<file path="src/rtl/dma_copy_pkg.sv">
// rtl/dma_copy_pkg.sv - shared types and constants for the DMA copy engine
package dma_copy_pkg;

    typedef enum logic [2:0] {
        ST_IDLE  = 3'd0,
        ST_READ  = 3'd1,
        ST_DRAIN = 3'd2,
        ST_WRITE = 3'd3,
        ST_DONE  = 3'd4
    } state_t;

    localparam logic [2:0] CSR_STATUS  = 3'd0;
    localparam logic [2:0] CSR_SRC     = 3'd1;
    localparam logic [2:0] CSR_DST     = 3'd2;
    localparam logic [2:0] CSR_LEN     = 3'd3;
    localparam logic [2:0] CSR_CONTROL = 3'd4;

    localparam int STAT_BUSY    = 0;
    localparam int STAT_DONE    = 1;
    localparam int STAT_ERROR   = 2;
    localparam int STAT_ABORTED = 3;

    localparam int CTRL_GO     = 0;
    localparam int CTRL_IRQ_EN = 1;
    localparam int CTRL_ABORT  = 3;

    localparam int LEN_W = 18;

endpackage

</file>
<file path="src/rtl/dma_copy_buf.sv">
// rtl/dma_copy_buf.sv - chunk buffer register file with write/read index counters
module dma_copy_buf #(
    parameter int BUF_DEPTH = 8,
    parameter int DATA_W    = 32
) (
    input  logic              clk,
    input  logic              reset,
    input  logic              wr_en,
    input  logic              wr_clr,
    input  logic [DATA_W-1:0] wr_data,
    input  logic              rd_en,
    input  logic              rd_clr,
    output logic [DATA_W-1:0] rd_data
);

    localparam int IDX_W = (BUF_DEPTH > 1) ? $clog2(BUF_DEPTH) : 1;

    logic [DATA_W-1:0] buf_mem [BUF_DEPTH];
    logic [IDX_W-1:0]  wr_idx;
    logic [IDX_W-1:0]  rd_idx;

    // Write index restarts at every chunk so word i of the chunk lands in slot i
    always_ff @(posedge clk) begin
        if (reset || wr_clr) begin
            wr_idx <= '0;
        end else if (wr_en) begin
            wr_idx <= wr_idx + 1'b1;
        end
    end

    // Read index walks the chunk during the write-out phase
    always_ff @(posedge clk) begin
        if (reset || rd_clr) begin
            rd_idx <= '0;
        end else if (rd_en) begin
            rd_idx <= rd_idx + 1'b1;
        end
    end

    // Data array carries no reset; every slot is written before it is read
    always_ff @(posedge clk) begin
        if (wr_en) begin
            buf_mem[wr_idx] <= wr_data;
        end
    end

    assign rd_data = buf_mem[rd_idx];

endmodule

</file>
<file path="src/rtl/dma_copy_engine.sv">
// rtl/dma_copy_engine.sv - chunked memory-to-memory copy master with CSR slave
module dma_copy_engine
    import dma_copy_pkg::*;
#(
    parameter int ADDR_W    = 17,
    parameter int DATA_W    = 32,
    parameter int MEM_DEPTH = 102400,
    parameter int BUF_DEPTH = 8
) (
    input  logic              clk,
    input  logic              reset,
    input  logic [2:0]        csr_address,
    input  logic              csr_write,
    input  logic [31:0]       csr_writedata,
    input  logic              csr_read,
    output logic [31:0]       csr_readdata,
    output logic              irq,
    output logic [ADDR_W-1:0] mem_address,
    output logic              mem_chipselect,
    output logic              mem_write,
    output logic [3:0]        mem_byteenable,
    output logic [DATA_W-1:0] mem_writedata,
    input  logic [DATA_W-1:0] mem_readdata
);

    localparam int PTR_W = ADDR_W + 1;
    localparam int CHK_W = ((ADDR_W > LEN_W) ? ADDR_W : LEN_W) + 1;
    localparam int CNT_W = $clog2(BUF_DEPTH) + 1;

    state_t             state;
    state_t             next_state;

    logic [ADDR_W-1:0]  src_reg;
    logic [ADDR_W-1:0]  dst_reg;
    logic [LEN_W-1:0]   len_reg;
    logic               irq_en;
    logic               done;
    logic               error;
    logic               aborted;

    logic [PTR_W-1:0]   src_ptr;
    logic [PTR_W-1:0]   dst_ptr;
    logic [LEN_W-1:0]   remaining;
    logic [CNT_W-1:0]   cnt;
    logic [CNT_W-1:0]   chunk;
    logic               cnt_last;

    logic               busy;
    logic               ctrl_wr;
    logic               go_req;
    logic               abort_req;
    logic               w1c;
    logic               range_err;

    logic [CHK_W-1:0]   src_ext;
    logic [CHK_W-1:0]   dst_ext;
    logic [CHK_W-1:0]   src_end;
    logic [CHK_W-1:0]   dst_end;

    logic               buf_wr_en;
    logic [DATA_W-1:0]  buf_rd_data;

    logic               unused_bits;

    assign busy      = (state == ST_READ) || (state == ST_DRAIN) || (state == ST_WRITE);
    assign ctrl_wr   = csr_write && (csr_address == CSR_CONTROL);
    assign go_req    = ctrl_wr && csr_writedata[CTRL_GO] && (state == ST_IDLE);
    assign abort_req = ctrl_wr && csr_writedata[CTRL_ABORT] && busy;
    assign w1c       = csr_write && (csr_address == CSR_STATUS);

    // Bounds are checked in a width that cannot overflow for any SRC/DST/LEN
    assign src_ext   = CHK_W'(src_reg);
    assign dst_ext   = CHK_W'(dst_reg);
    assign src_end   = src_ext + CHK_W'(len_reg);
    assign dst_end   = dst_ext + CHK_W'(len_reg);
    assign range_err = (src_end > CHK_W'(MEM_DEPTH)) || (dst_end > CHK_W'(MEM_DEPTH)) ||
                       ((dst_ext > src_ext) && (dst_ext < src_end));

    assign chunk    = (remaining >= LEN_W'(BUF_DEPTH)) ? CNT_W'(BUF_DEPTH) : CNT_W'(remaining);
    assign cnt_last = (cnt == chunk - 1'b1);

    assign irq = done & irq_en;

    assign unused_bits = ^{csr_writedata[31:LEN_W], src_ptr[ADDR_W], dst_ptr[ADDR_W]};

    // State register
    always_ff @(posedge clk) begin
        if (reset) begin
            state <= ST_IDLE;
        end else begin
            state <= next_state;
        end
    end

    // Next-state and memory-port outputs
    always_comb begin
        next_state     = state;
        mem_chipselect = 1'b0;
        mem_write      = 1'b0;
        mem_address    = '0;
        mem_writedata  = '0;
        mem_byteenable = 4'hF;
        case (state)
            ST_IDLE: begin
                if (go_req) begin
                    if (range_err || (len_reg == '0)) begin
                        next_state = ST_DONE;
                    end else begin
                        next_state = ST_READ;
                    end
                end
            end
            ST_READ: begin
                mem_chipselect = 1'b1;
                mem_address    = src_ptr[ADDR_W-1:0];
                if (abort_req) begin
                    next_state = ST_DONE;
                end else if (cnt_last) begin
                    next_state = ST_DRAIN;
                end
            end
            ST_DRAIN: begin
                next_state = abort_req ? ST_DONE : ST_WRITE;
            end
            ST_WRITE: begin
                mem_chipselect = 1'b1;
                mem_write      = 1'b1;
                mem_address    = dst_ptr[ADDR_W-1:0];
                mem_writedata  = buf_rd_data;
                if (abort_req) begin
                    next_state = ST_DONE;
                end else if (cnt_last) begin
                    next_state = (remaining == LEN_W'(chunk)) ? ST_DONE : ST_READ;
                end
            end
            ST_DONE: begin
                next_state = ST_IDLE;
            end
            default: begin
                next_state = ST_IDLE;
            end
        endcase
    end

    // Programming registers; address/length are frozen while a copy runs
    always_ff @(posedge clk) begin
        if (reset) begin
            src_reg <= '0;
            dst_reg <= '0;
            len_reg <= '0;
            irq_en  <= 1'b0;
        end else if (csr_write) begin
            case (csr_address)
                CSR_SRC:     if (!busy) src_reg <= csr_writedata[ADDR_W-1:0];
                CSR_DST:     if (!busy) dst_reg <= csr_writedata[ADDR_W-1:0];
                CSR_LEN:     if (!busy) len_reg <= csr_writedata[LEN_W-1:0];
                CSR_CONTROL: irq_en <= csr_writedata[CTRL_IRQ_EN];
                default:     ;
            endcase
        end
    end

    // Status flags: clears first, then sets, so a set in the same cycle wins
    always_ff @(posedge clk) begin
        if (reset) begin
            done    <= 1'b0;
            error   <= 1'b0;
            aborted <= 1'b0;
        end else begin
            if (go_req) begin
                done    <= 1'b0;
                error   <= 1'b0;
                aborted <= 1'b0;
            end else if (w1c) begin
                if (csr_writedata[STAT_DONE])    done    <= 1'b0;
                if (csr_writedata[STAT_ERROR])   error   <= 1'b0;
                if (csr_writedata[STAT_ABORTED]) aborted <= 1'b0;
            end
            if ((next_state == ST_DONE) || (state == ST_DONE)) done <= 1'b1;
            if (go_req && range_err) error <= 1'b1;
            if (abort_req) aborted <= 1'b1;
        end
    end

    // Pointers, remaining count and per-chunk beat counter
    always_ff @(posedge clk) begin
        if (reset) begin
            src_ptr   <= '0;
            dst_ptr   <= '0;
            remaining <= '0;
            cnt       <= '0;
        end else begin
            case (state)
                ST_IDLE: begin
                    cnt <= '0;
                    if (go_req) begin
                        src_ptr   <= PTR_W'(src_reg);
                        dst_ptr   <= PTR_W'(dst_reg);
                        remaining <= len_reg;
                    end
                end
                ST_READ: begin
                    src_ptr <= src_ptr + 1'b1;
                    cnt     <= cnt_last ? '0 : cnt + 1'b1;
                end
                ST_WRITE: begin
                    dst_ptr <= dst_ptr + 1'b1;
                    if (cnt_last) begin
                        cnt       <= '0;
                        remaining <= remaining - LEN_W'(chunk);
                    end else begin
                        cnt <= cnt + 1'b1;
                    end
                end
                default: begin
                    cnt <= '0;
                end
            endcase
        end
    end

    // Read data for beat i arrives while beat i+1 (or the drain cycle) is on the bus
    assign buf_wr_en = ((state == ST_READ) && (cnt != '0)) || (state == ST_DRAIN);

    dma_copy_buf #(
        .BUF_DEPTH (BUF_DEPTH),
        .DATA_W    (DATA_W)
    ) u_buf (
        .clk     (clk),
        .reset   (reset),
        .wr_en   (buf_wr_en),
        .wr_clr  (!((state == ST_READ) || (state == ST_DRAIN))),
        .wr_data (mem_readdata),
        .rd_en   (state == ST_WRITE),
        .rd_clr  (state != ST_WRITE),
        .rd_data (buf_rd_data)
    );

    // Registered CSR read mux; STATUS reflects the values before this edge
    always_ff @(posedge clk) begin
        if (reset) begin
            csr_readdata <= '0;
        end else if (csr_read) begin
            case (csr_address)
                CSR_STATUS:  csr_readdata <= {28'd0, aborted, error, done, busy};
                CSR_SRC:     csr_readdata <= 32'(src_reg);
                CSR_DST:     csr_readdata <= 32'(dst_reg);
                CSR_LEN:     csr_readdata <= 32'(len_reg);
                CSR_CONTROL: csr_readdata <= {30'd0, irq_en, 1'b0};
                default:     csr_readdata <= '0;
            endcase
        end
    end

endmodule

</file>
<file path="config.mk">
export PLATFORM = sky130hd
export DESIGN_NAME = dma_copy_engine
export DESIGN_NICKNAME = d
export VERILOG_FILES = /design/src/rtl/dma_copy_pkg.sv /design/src/rtl/dma_copy_buf.sv /design/src/rtl/dma_copy_engine.sv
export SDC_FILE = /design/constraint.sdc
export NUM_CORES = 1
export LEC_CHECK = 0
export BUFFER_PORTS_ARGS = -buffer_cell sky130_fd_sc_hd__buf_4
export CAP_MARGIN = 20
export CORE_MARGIN = 10
export CORE_UTILIZATION = 35
export CTS_BUF_LIST = sky130_fd_sc_hd__clkbuf_4
export DETAILED_ROUTE_END_ITERATION = 8
export GPL_TIMING_DRIVEN = 0
export RECOVER_POWER = 25
export SLEW_MARGIN = 20
export SYNTH_ARGS = -nofsm -noshare
export SYNTH_HDL_FRONTEND = slang
export SYNTH_SLANG_ARGS = --single-unit
</file>
<file path="constraint.sdc">
create_clock -name clk -period 5.4 [get_ports clk]
set_clock_uncertainty 0.05 [all_clocks]
set_input_delay 1.35 -clock clk [delete_from_list [all_inputs] [get_ports clk]]
set_output_delay 1.35 -clock clk [all_outputs]
set_load 0.02 [all_outputs]
</file>
==> results of run 1 <==
==> worst paths after layout <==
| path | cells past startpoint | to | slack (ns) |
|---|---|---|---|
| hold / removal | 1 | u_buf.rd_idx[0] | 0.42 |
| hold reg to reg | 1 | u_buf.rd_idx[0] | 0.42 |
| setup / recovery | 7 | mem_writedata[24] | 0.37 |
| setup reg to reg | 17 | state[0] | 0.53 |
==> report_power, final <==
part           switching (mW)  leakage, nW  internal, mW
Clock                    1.25        0.748          1.28
Combinational           0.202         3.96         0.111
Sequential             0.0342         3.45          3.24
==> worst max-delay path, cell delays in order (launching register included) <==
cell,delay [ns]
dfxtp_1,0.31
buf_6,0.12
nand3b_2,0.18
clkbuf_1,0.47
buf_1,0.72
clkbuf_1,0.53
nor2_1,0.21
buf_4,0.21
==> metal layers <==
metal	vias up	share of wire	track usage
met5	-	0.00080	0
met4	6	0.035	0.07678
met3	123	0.075	0.04091
met2	556	0.46	0.2677
met1	7349	0.43	0.2232
li1	7056	-	-
==> layout by cell type (no fill, tap or decap), types with 75 or more instances in the layout <==
cell type    n
buf_4      118
ha_1        75
edfxtp_1   256
o21ai_0     79
clkbuf_1    97
clkbuf_4   153
nand2_1    202
dfxtp_1    142
nor2_1     173
a21oi_1    126
==> cell families (layout without fill, tap and decap cells) <==
logic type / count (synthesis) / in the layout / synth area share
adders and majority gates: 77 / 77 / 0.04965
muxes: 130 / 130 / 0.1086
buffers and inverters: 151 / 466 / 0.03587
xor gates and xnor gates: 26 / 26 / 0.01232
and+or+nand+nor: 566 / 566 / 0.1324
DFF: 398 / 398 / 0.5343
AOI/OAI and AO/OA: 376 / 376 / 0.1265
other: 2 / 22 / 0.0003811
==> through the flow <==
stage | TNS, ns | cells | util | instance area (um2) | power (mW)
after floorplan | 0 | 1743 | - | 19770 | 3.519
after global placement | -58.13 | 2614 | 0.3903 | 21630 | 3.651
after detailed placement | 0 | 2633 | 0.3974 | 22020 | 3.658
after CTS | 0 | 2806 | 0.4202 | 23280 | 6.199
after global routing | 0 | 2807 | 0.4183 | 23180 | 6.387
final | 0 | 2809 | 0.4184 | 23190 | 6.129
==> repair_timing <==
item,CTS,global route
gates resized for setup,0,1
hold buffers,0,0
setup endpoints to repair,0,1
==> layout make-up <==
cell class	count	area, um2	area share
multi-input combinational	1194	8594	0.3707
clock inverter	21	122.6	0.005288
sequential	398	10530	0.4542
tap	748	935.9	0.04036
timing repair buffer	142	1146	0.04943
buffer	107	543.0	0.02342
clock buffer	152	1141	0.04921
inverter	44	165.2	0.007123
antenna	3	7.507	0.0003238
==> impl_metrics.py, run 1 <==
metrics = {
    "run_status": {
        "status": "finished clean",
    },
    "setup_path": {
        "crit_start": "state[1]",
        "worstSetupPathType": "flop to primary output",
        "crit_arrival_ns": 3.63,
        "cp-end-kind": "primary output",
        "crit_required_ns": 4.00,
        "setup.worst_path.start_class": "flop",
        "critPathMaxFanout": 10,
        "r2r-start": "len_reg[7]",
    },
    "worst_hold_path": {
        "min_from": "u_buf.rd_idx[0]",
        "hold_class": "flop to flop",
    },
    "timing": {
        "max-slew-margin-rel": 0.2787,
        "period_share": 0.9317,
        "rsz0062_at_grt": "no",
        "finalCriticalPeriod_ns": 5.031,
        "fin_hold_ws_ns": 0.4176,
        "setup_viol": 0,
        "worstMarginPinSlew_ns": 1.074,
        "hold_viol": 0,
        "fin_ws_ns": 0.3687,
        "final_max_slew_viol_count": 0,
        "fmax_mhz": 198.8,
    },
    "placed_design": {
        "place_congestion": 0.9078,
        "pre_cts_slack_ns": 0.4619,
        "port_buffers": 123,
        "dp_hpwl_um": 41800,
    },
    "floorplan": {
        "dieArea_um2": 66200,
        "die_h_um": 257.3,
        "io_pins": 159,
        "die_width_um": 257.3,
        "core_area_um2": 55420,
        "rows": 86,
        "start_util": 0.3556,
    },
    "synth": {
        "synth_top_cell_area_share": 0.3901,
        "netlist-cell-type-count": 93,
        "synth_common_cells": "256 x edfxtp_1, 202 x nand2_1, 179 x nor2_1",
        "async_reset_ff_frac": 0,
        "ys.flop_type": "edfxtp_1",
        "yosysTopAreaCell": "edfxtp_1",
        "synth_edf_count": 256,
        "yosysMostFrequentCell": "edfxtp_1",
        "syn-cell-area_um2": 19710,
        "ys_seq_elements": 398,
        "yosysWarnings": 0,
        "avgSynthCellArea_um2": 11.42,
        "ys_seq_area_frac": 0.5343,
        "yosys-top-cells-area": "edfxtp_1 39%, dfxtp_1 14%, mux4_2 7.7%",
        "syn_inst": 1726,
    },
    "global_routing": {
        "grt_max_degree": 22,
        "overflow": 0,
        "grt_use_total": 0.1715,
        "antenna_found_initial": 4,
        "grt_pass1_wl_um": 88400,
        "grt_pass1_vias": 14880,
    },
    "clocking": {
        "htreeDepth": 3,
        "cts_tree": "done",
        "clk_latency_ns": 0.91,
        "postCtsSetupBuffers": 0,
        "clkTransAtPathRegs_ns": 0.07,
        "cts_buffers": 104,
        "cts_buffer_depth": 3,
        "cts_sinks": 398,
        "cts_root_buffer": "clkbuf_4",
    },
    "detailed_routing": {
        "drc": 0,
        "first_iter_violations": 1261,
        "dr.pass1.iters": 6,
        "totalWireLength_um": 58780,
        "avgRoutedWirePerCell_um": 20.93,
        "vias_per_cell": 5.372,
        "num_vias": 15090,
        "ant_nets": 0,
    },
    "final_layout": {
        "largest_reg_flops": 256,
        "final_nets": 2139,
        "regMostFlops": "u_buf.buf_mem",
        "drive_gt1_frac": 0.1983,
        "area_growth_pct": 17.65,
        "nFillCells": 5290,
    },
    "power": {
        "peakVddDrop_mv": 0.1981,
        "p_leak_nw": 8.152,
        "powerDensity_nw_per_um2": 264.3,
    },
    "job": {
        "cap_violations": 0,
    },
}
Note: power is estimated with default switching activity, not from simulation.
==> run 2, diff against run 1 <==
Settings changed: GPL_TIMING_DRIVEN 0 to default, SYNTH_HIERARCHICAL from default to 1.
==> impl_metrics.py, run 2 <==
metrics = {
    "timing": {
        "setup_viol": 0,
        "period_share": 0.8579,
        "rsz0062_at_grt": "no",
        "worstMarginPinSlew_ns": 1.226,
        "hold_viol": 0,
        "final_max_slew_viol_count": 0,
        "fmax_mhz": 215.9,
        "fin_hold_ws_ns": 0.4257,
        "fin_ws_ns": 0.7673,
        "finalCriticalPeriod_ns": 4.633,
        "setup_tns_ns": 0,
        "max-slew-margin-rel": 0.1807,
    },
    "setup_path": {
        "cp_cell_sequence": "buf_12, mux4_1, mux2_2, and3_1, buf_4",
        "critPathMaxFanout": 41,
        "max_stage_delay_ns": 0.87,
        "rrSetupSlack_ns": 0.81,
        "crit_path_top_delay_cell": "dfxtp_4",
        "r2r-start": "remaining[10]",
        "worstSetupPathType": "flop to primary output",
        "r2r_end": "remaining[11]",
        "crit_arrival_ns": 3.23,
        "r2r_cells": 14,
        "setup.worst_path.start_class": "flop",
        "cp-end-kind": "primary output",
        "crit_required_ns": 4.00,
    },
    "synth": {
        "yosys-top-cells-area": "edfxtp_1 39%, dfxtp_1 14%, mux4_1 5.3%",
        "synth-compound-area-share": 0.1180,
        "syn-cell-area_um2": 19800,
        "yosysTopAreaCell": "edfxtp_1",
        "synth_edf_count": 256,
        "yosys.area_share.simple": 0.1333,
        "synth_common_cells": "256 x edfxtp_1, 195 x nand2_1, 142 x dfxtp_1",
        "synth_top_cell_area_share": 0.3882,
        "ys.flop_type": "edfxtp_1",
        "synth_mux_area_frac": 0.1187,
        "ys_seq_area_frac": 0.5317,
        "syn_inst": 1714,
        "ys_seq_elements": 398,
        "synth_xor_xnor_area_share": 0.01415,
        "synth_fa_ha_area_frac": 0.04941,
        "netlist-cell-type-count": 79,
        "async_reset_ff_frac": 0,
        "yosysMostFrequentCell": "edfxtp_1",
        "synth_top_family_by_area": "simple AND/OR/NAND/NOR gates",
        "yosysWarnings": 6,
        "avgSynthCellArea_um2": 11.55,
    },
    "floorplan": {
        "dieArea_um2": 66490,
        "core_area_um2": 56170,
        "io_pins": 159,
        "rows": 87,
        "die_width_um": 257.9,
        "start_util": 0.3526,
        "die_h_um": 257.9,
    },
    "clocking": {
        "cts_tree": "done",
        "cts_hold_buf": 0,
        "cts_buffers": 105,
        "postCtsSetupBuffers": 0,
        "cts_sinks": 398,
        "cts_root_buffer": "clkbuf_4",
        "clkTransAtPathRegs_ns": 0.06,
        "postCtsResizedCells": 0,
        "cts_buffer_depth": 3,
        "htreeDepth": 3,
        "clk_latency_ns": 0.87,
    },
    "global_routing": {
        "grt_max_degree": 93,
        "grt_pass1_wl_um": 82970,
        "antenna_found_initial": 7,
        "grt_pass1_vias": 14560,
        "overflow": 0,
        "grt_use_total": 0.1573,
    },
    "job": {
        "cap_violations": 0,
    },
    "worst_hold_path": {
        "min_from": "error",
        "hold_end": "error",
        "hold_class": "flop to flop",
        "worstHoldPathCells": 2,
    },
    "final_layout": {
        "multi_input_area_um2": 8731,
        "final_nets": 2026,
        "largest_reg_flops": 256,
        "fin_util": 0.4043,
        "area_growth_pct": 14.68,
        "final_area_um2": 22710,
        "drive_gt1_frac": 0.1879,
        "layout_common_cells": "256 x edfxtp_1, 195 x nand2_1, 145 x clkbuf_4, 138 x dfxtp_1, 135 x nor2_1",
        "layout_commonest_cell": "edfxtp_1",
        "seqCellArea_um2": 10540,
        "regMostFlops": "u_buf/buf_mem",
        "nFillCells": 5400,
        "fin_cells": 2708,
    },
    "detailed_routing": {
        "dr.pass1.iters": 7,
        "ant_nets": 0,
        "totalWireLength_um": 53560,
        "avgRoutedWirePerCell_um": 19.78,
        "first_iter_violations": 1138,
        "vias_per_cell": 5.376,
        "num_vias": 14560,
        "drc": 0,
    },
    "power": {
        "p_leak_nw": 8.156,
        "peakVddDrop_mv": 0.1833,
        "powerDensity_nw_per_um2": 268.2,
        "total_power_mw": 6.090,
    },
    "placed_design": {
        "pre_cts_slack_ns": 0.8873,
        "dp_hpwl_um": 35540,
        "port_buffers": 126,
        "place_congestion": 0.8711,
        "dp_cells": 2527,
        "post_dp_cell_area_um2": 21510,
    },
    "run_status": {
        "status": "finished clean",
    },
}
## run 2: area by class of cell
class,instances,share of cell area
multi-input cells,1185,0.3844
flip-flops and latches,398,0.4640
repair buffers,152,0.04705
clock buffers,145,0.04793
inverters,36,0.005950
well taps,756,0.04165
diodes,4,0.0004407
clock inverters,32,0.008539
## run 2: cells by family (layout without fill, tap and decap cells)
family,after synthesis,in the layout
DFF,398,398
other,2,23
xor gates and xnor gates,32,32
adders and majority gates,77,77
muxes,132,132
buffers and inverters,148,365
AOI/OAI and AO/OA,369,369
and+or+nand+nor,556,556
## run 2: worst max path at each step
| stage | slack, ns | cells past startpoint | endpoint |
|---|---|---|---|
| floorplan | 1.34 | 7 | u_buf/buf_mem[1][0] |
| global placement | 0.97 | 17 | state[0] |
| detailed placement | 0.89 | 14 | remaining[11] |
| CTS | 0.61 | 5 | mem_writedata[17] |
| global route | 0.35 | 14 | remaining[11] |
| finish | 0.77 | 5 | mem_writedata[7] |
## run 2: where the power goes
group / leakage (nW) / internal, mW / switching, mW
combinational: 3.95 / 0.101 / 0.193
sequential: 3.45 / 3.24 / 0.0251
clock: 0.757 / 1.29 / 1.23
## run 2: layer usage
layer	track usage	part of all wire	up-vias
li1	-	-	6862
met1	0.2007	0.44	7182
met2	0.2519	0.47	431
met3	0.04203	0.069	75
met4	0.06012	0.025	8
met5	0	0.0011	-
## run 2: critical path, delay by kind of cell (launching register included)
family        cells  cell delay (ns)
flops             1             0.87
buf+inv           2             0.47
simple gates      1             0.21
mux               2             0.85
==> run 3, diff against run 2 <==
Settings changed: BUFFER_PORTS_ARGS -buffer_cell sky130_fd_sc_hd__buf_4 to default, DONT_BUFFER_PORTS from default to 1.
==> impl_metrics.py, run 3 (synthesis results as in run 2) <==
metrics = {
    "final_layout": {
        "area_growth_pct": 10.20,
        "seqCellArea_um2": 10540,
        "layout_common_cells": "256 x edfxtp_1, 195 x nand2_1, 153 x clkbuf_4, 138 x dfxtp_1, 135 x nor2_1",
        "fin_util": 0.3885,
        "final_nets": 1897,
        "multi_input_area_um2": 8728,
        "layout_commonest_cell": "edfxtp_1",
        "largest_reg_flops": 256,
        "nFillCells": 5463,
        "regMostFlops": "u_buf/buf_mem",
        "drive_gt1_frac": 0.1504,
        "fin_cells": 2574,
    },
    "global_routing": {
        "grt_max_degree": 138,
        "grt_util_met3": 0.05656,
        "gr-usage-met2": 0.2435,
        "grt_pass1_wl_um": 80090,
        "overflow": 0,
        "grt_pass1_vias": 13850,
        "antenna_found_initial": 2,
        "grt_util_met1": 0.1876,
        "grt_use_total": 0.1532,
        "busiest_layer": "met2",
    },
    "setup_path": {
        "crit_required_ns": 6.07,
        "max_stage_delay_ns": 0.74,
        "crit_arrival_ns": 5.32,
        "crit_family": "simple AND/OR/NAND/NOR gates",
        "cp_cell_sequence": "or4_4, or4_1, nor3_2, nand2_1, ha_1, xnor2_1, xor2_1, a31oi_1, nor2_1, o221a_4, a21o_1, o21ai_0, a22oi_1, nor2_1",
        "crit_top_cell": "nor2_1",
        "cp_num_buf_inv": 0,
        "setup.worst_path.start_class": "flop",
        "crit_path_top_delay_cell": "a21o_1",
        "worstSetupPathType": "flop to flop",
        "critPathMaxFanout": 30,
        "cp-end-kind": "flop",
    },
    "power": {
        "seq_power_share": 0.543,
        "powerDensity_nw_per_um2": 276.0,
        "p_int_mw": 4.628,
        "p_comb_frac": 0.035,
        "peakVddDrop_mv": 0.2210,
        "power_frac_clock": 0.422,
        "switching_share": 0.2316,
        "p_leak_nw": 7.593,
        "power_switching_mw": 1.395,
    },
    "detailed_routing": {
        "vias_per_cell": 5.446,
        "dr.pass1.iters": 5,
        "first_iter_violations": 1092,
        "num_vias": 14020,
        "avgRoutedWirePerCell_um": 20.22,
        "drc": 0,
        "ant_nets": 0,
        "totalWireLength_um": 52050,
    },
    "timing": {
        "fin_hold_ws_ns": 0.4264,
        "setup_viol": 0,
        "rsz0062_at_grt": "no",
        "final_max_slew_viol_count": 0,
        "fmax_mhz": 215.2,
        "max-slew-margin-rel": 0.2871,
        "fin_ws_ns": 0.7531,
        "period_share": 0.8605,
        "finalCriticalPeriod_ns": 4.647,
        "worstMarginPinSlew_ns": 1.069,
        "setup_tns_ns": 0,
        "hold_viol": 0,
    },
    "clocking": {
        "cts_sinks": 398,
        "clk_latency_ns": 0.86,
        "cts_buffer_depth": 3,
        "postCtsSetupBuffers": 0,
        "cts_buffers": 104,
        "htreeDepth": 3,
        "cts_hold_buf": 0,
        "postCtsResizedCells": 0,
        "clkTransAtPathRegs_ns": 0.06,
        "cts_tree": "done",
        "cts_root_buffer": "clkbuf_4",
    },
    "placed_design": {
        "place_congestion": 0.8839,
        "dp_hpwl_um": 35230,
        "pre_cts_slack_ns": 0.8401,
        "dp_cells": 2399,
        "port_buffers": 0,
    },
    "floorplan": {
        "rows": 87,
        "dieArea_um2": 66490,
        "die_width_um": 257.9,
        "start_util": 0.3526,
        "io_pins": 159,
        "die_h_um": 257.9,
        "core_area_um2": 56170,
    },
    "worst_hold_path": {
        "hold_class": "flop to flop",
    },
    "job": {
        "cap_violations": 0,
    },
    "run_status": {
        "status": "finished clean",
    },
}
==> run 3: changes by cell type in the layout (fill, tap and decap cells not counted), sizes merged <==
cell / previous run / this run
buf: 126 / 24
clkinv: 27 / 15
clkbuf: 171 / 153
diode: 4 / 3
bufinv: 1 / 0
inv: 40 / 39
clkinvlp: 0 / 1
==> run 3: cell type report <==
| cell class | count | area share |
|---|---|---|
| tap | 756 | 0.04334 |
| sequential | 398 | 0.4829 |
| antenna | 3 | 0.0003440 |
| inverter | 36 | 0.006192 |
| timing repair buffer | 24 | 0.008256 |
| clock buffer | 153 | 0.05263 |
| multi-input combinational | 1185 | 0.4000 |
| clock inverter | 19 | 0.006421 |
==> run 3: worst reg2reg max path, stage by stage, from the launching register on <==
cell     delay, ns
dfxtp_1       0.35
or4_4         0.58
or4_1         0.62
nor3_2        0.39
nand2_1       0.12
ha_1          0.21
xnor2_1       0.29
xor2_1        0.20
a31oi_1       0.11
nor2_1        0.14
o221a_4       0.27
a21o_1        0.74
o21ai_0       0.22
a22oi_1       0.19
nor2_1        0.05
==> run 3: power groups by stage <==
stage / Combinational [mW] / Sequential [mW] / Clock, mW
2_1_floorplan: 0.192 / 3.32 / 0
3_3_place_gp: 0.201 / 3.34 / 0
3_5_place_dp: 0.205 / 3.34 / 0
4_1_cts: 0.206 / 3.27 / 2.64
5_1_grt: 0.231 / 3.27 / 2.80
6_report: 0.208 / 3.27 / 2.54
==> run 3: final timing paths <==
check	slack (ns)	start	to	cells after the start
hold / removal	0.43	error	error	2
setup reg to reg	0.75	remaining[10]	remaining[15]	14
setup / recovery	0.75	remaining[10]	remaining[15]	14
hold reg to reg	0.43	error	error	2
==> run 3: metal layers <==
metal  share of wire  wire [um]  up-vias
li1                -          -     6607
met1            0.42      21750     6853
met2            0.46      24120      459
met3           0.092       4797       98
met4           0.026       1376        0
met5               0          0        -
==> run 3: metrics by stage <==
stage / total power [mW] / cell area [um2]
global route: 6.302 / 21820
finish: 6.023 / 21820
floorplan: 3.516 / 19870
global placement: 3.537 / 20530
detailed placement: 3.542 / 20530
CTS: 6.115 / 21820
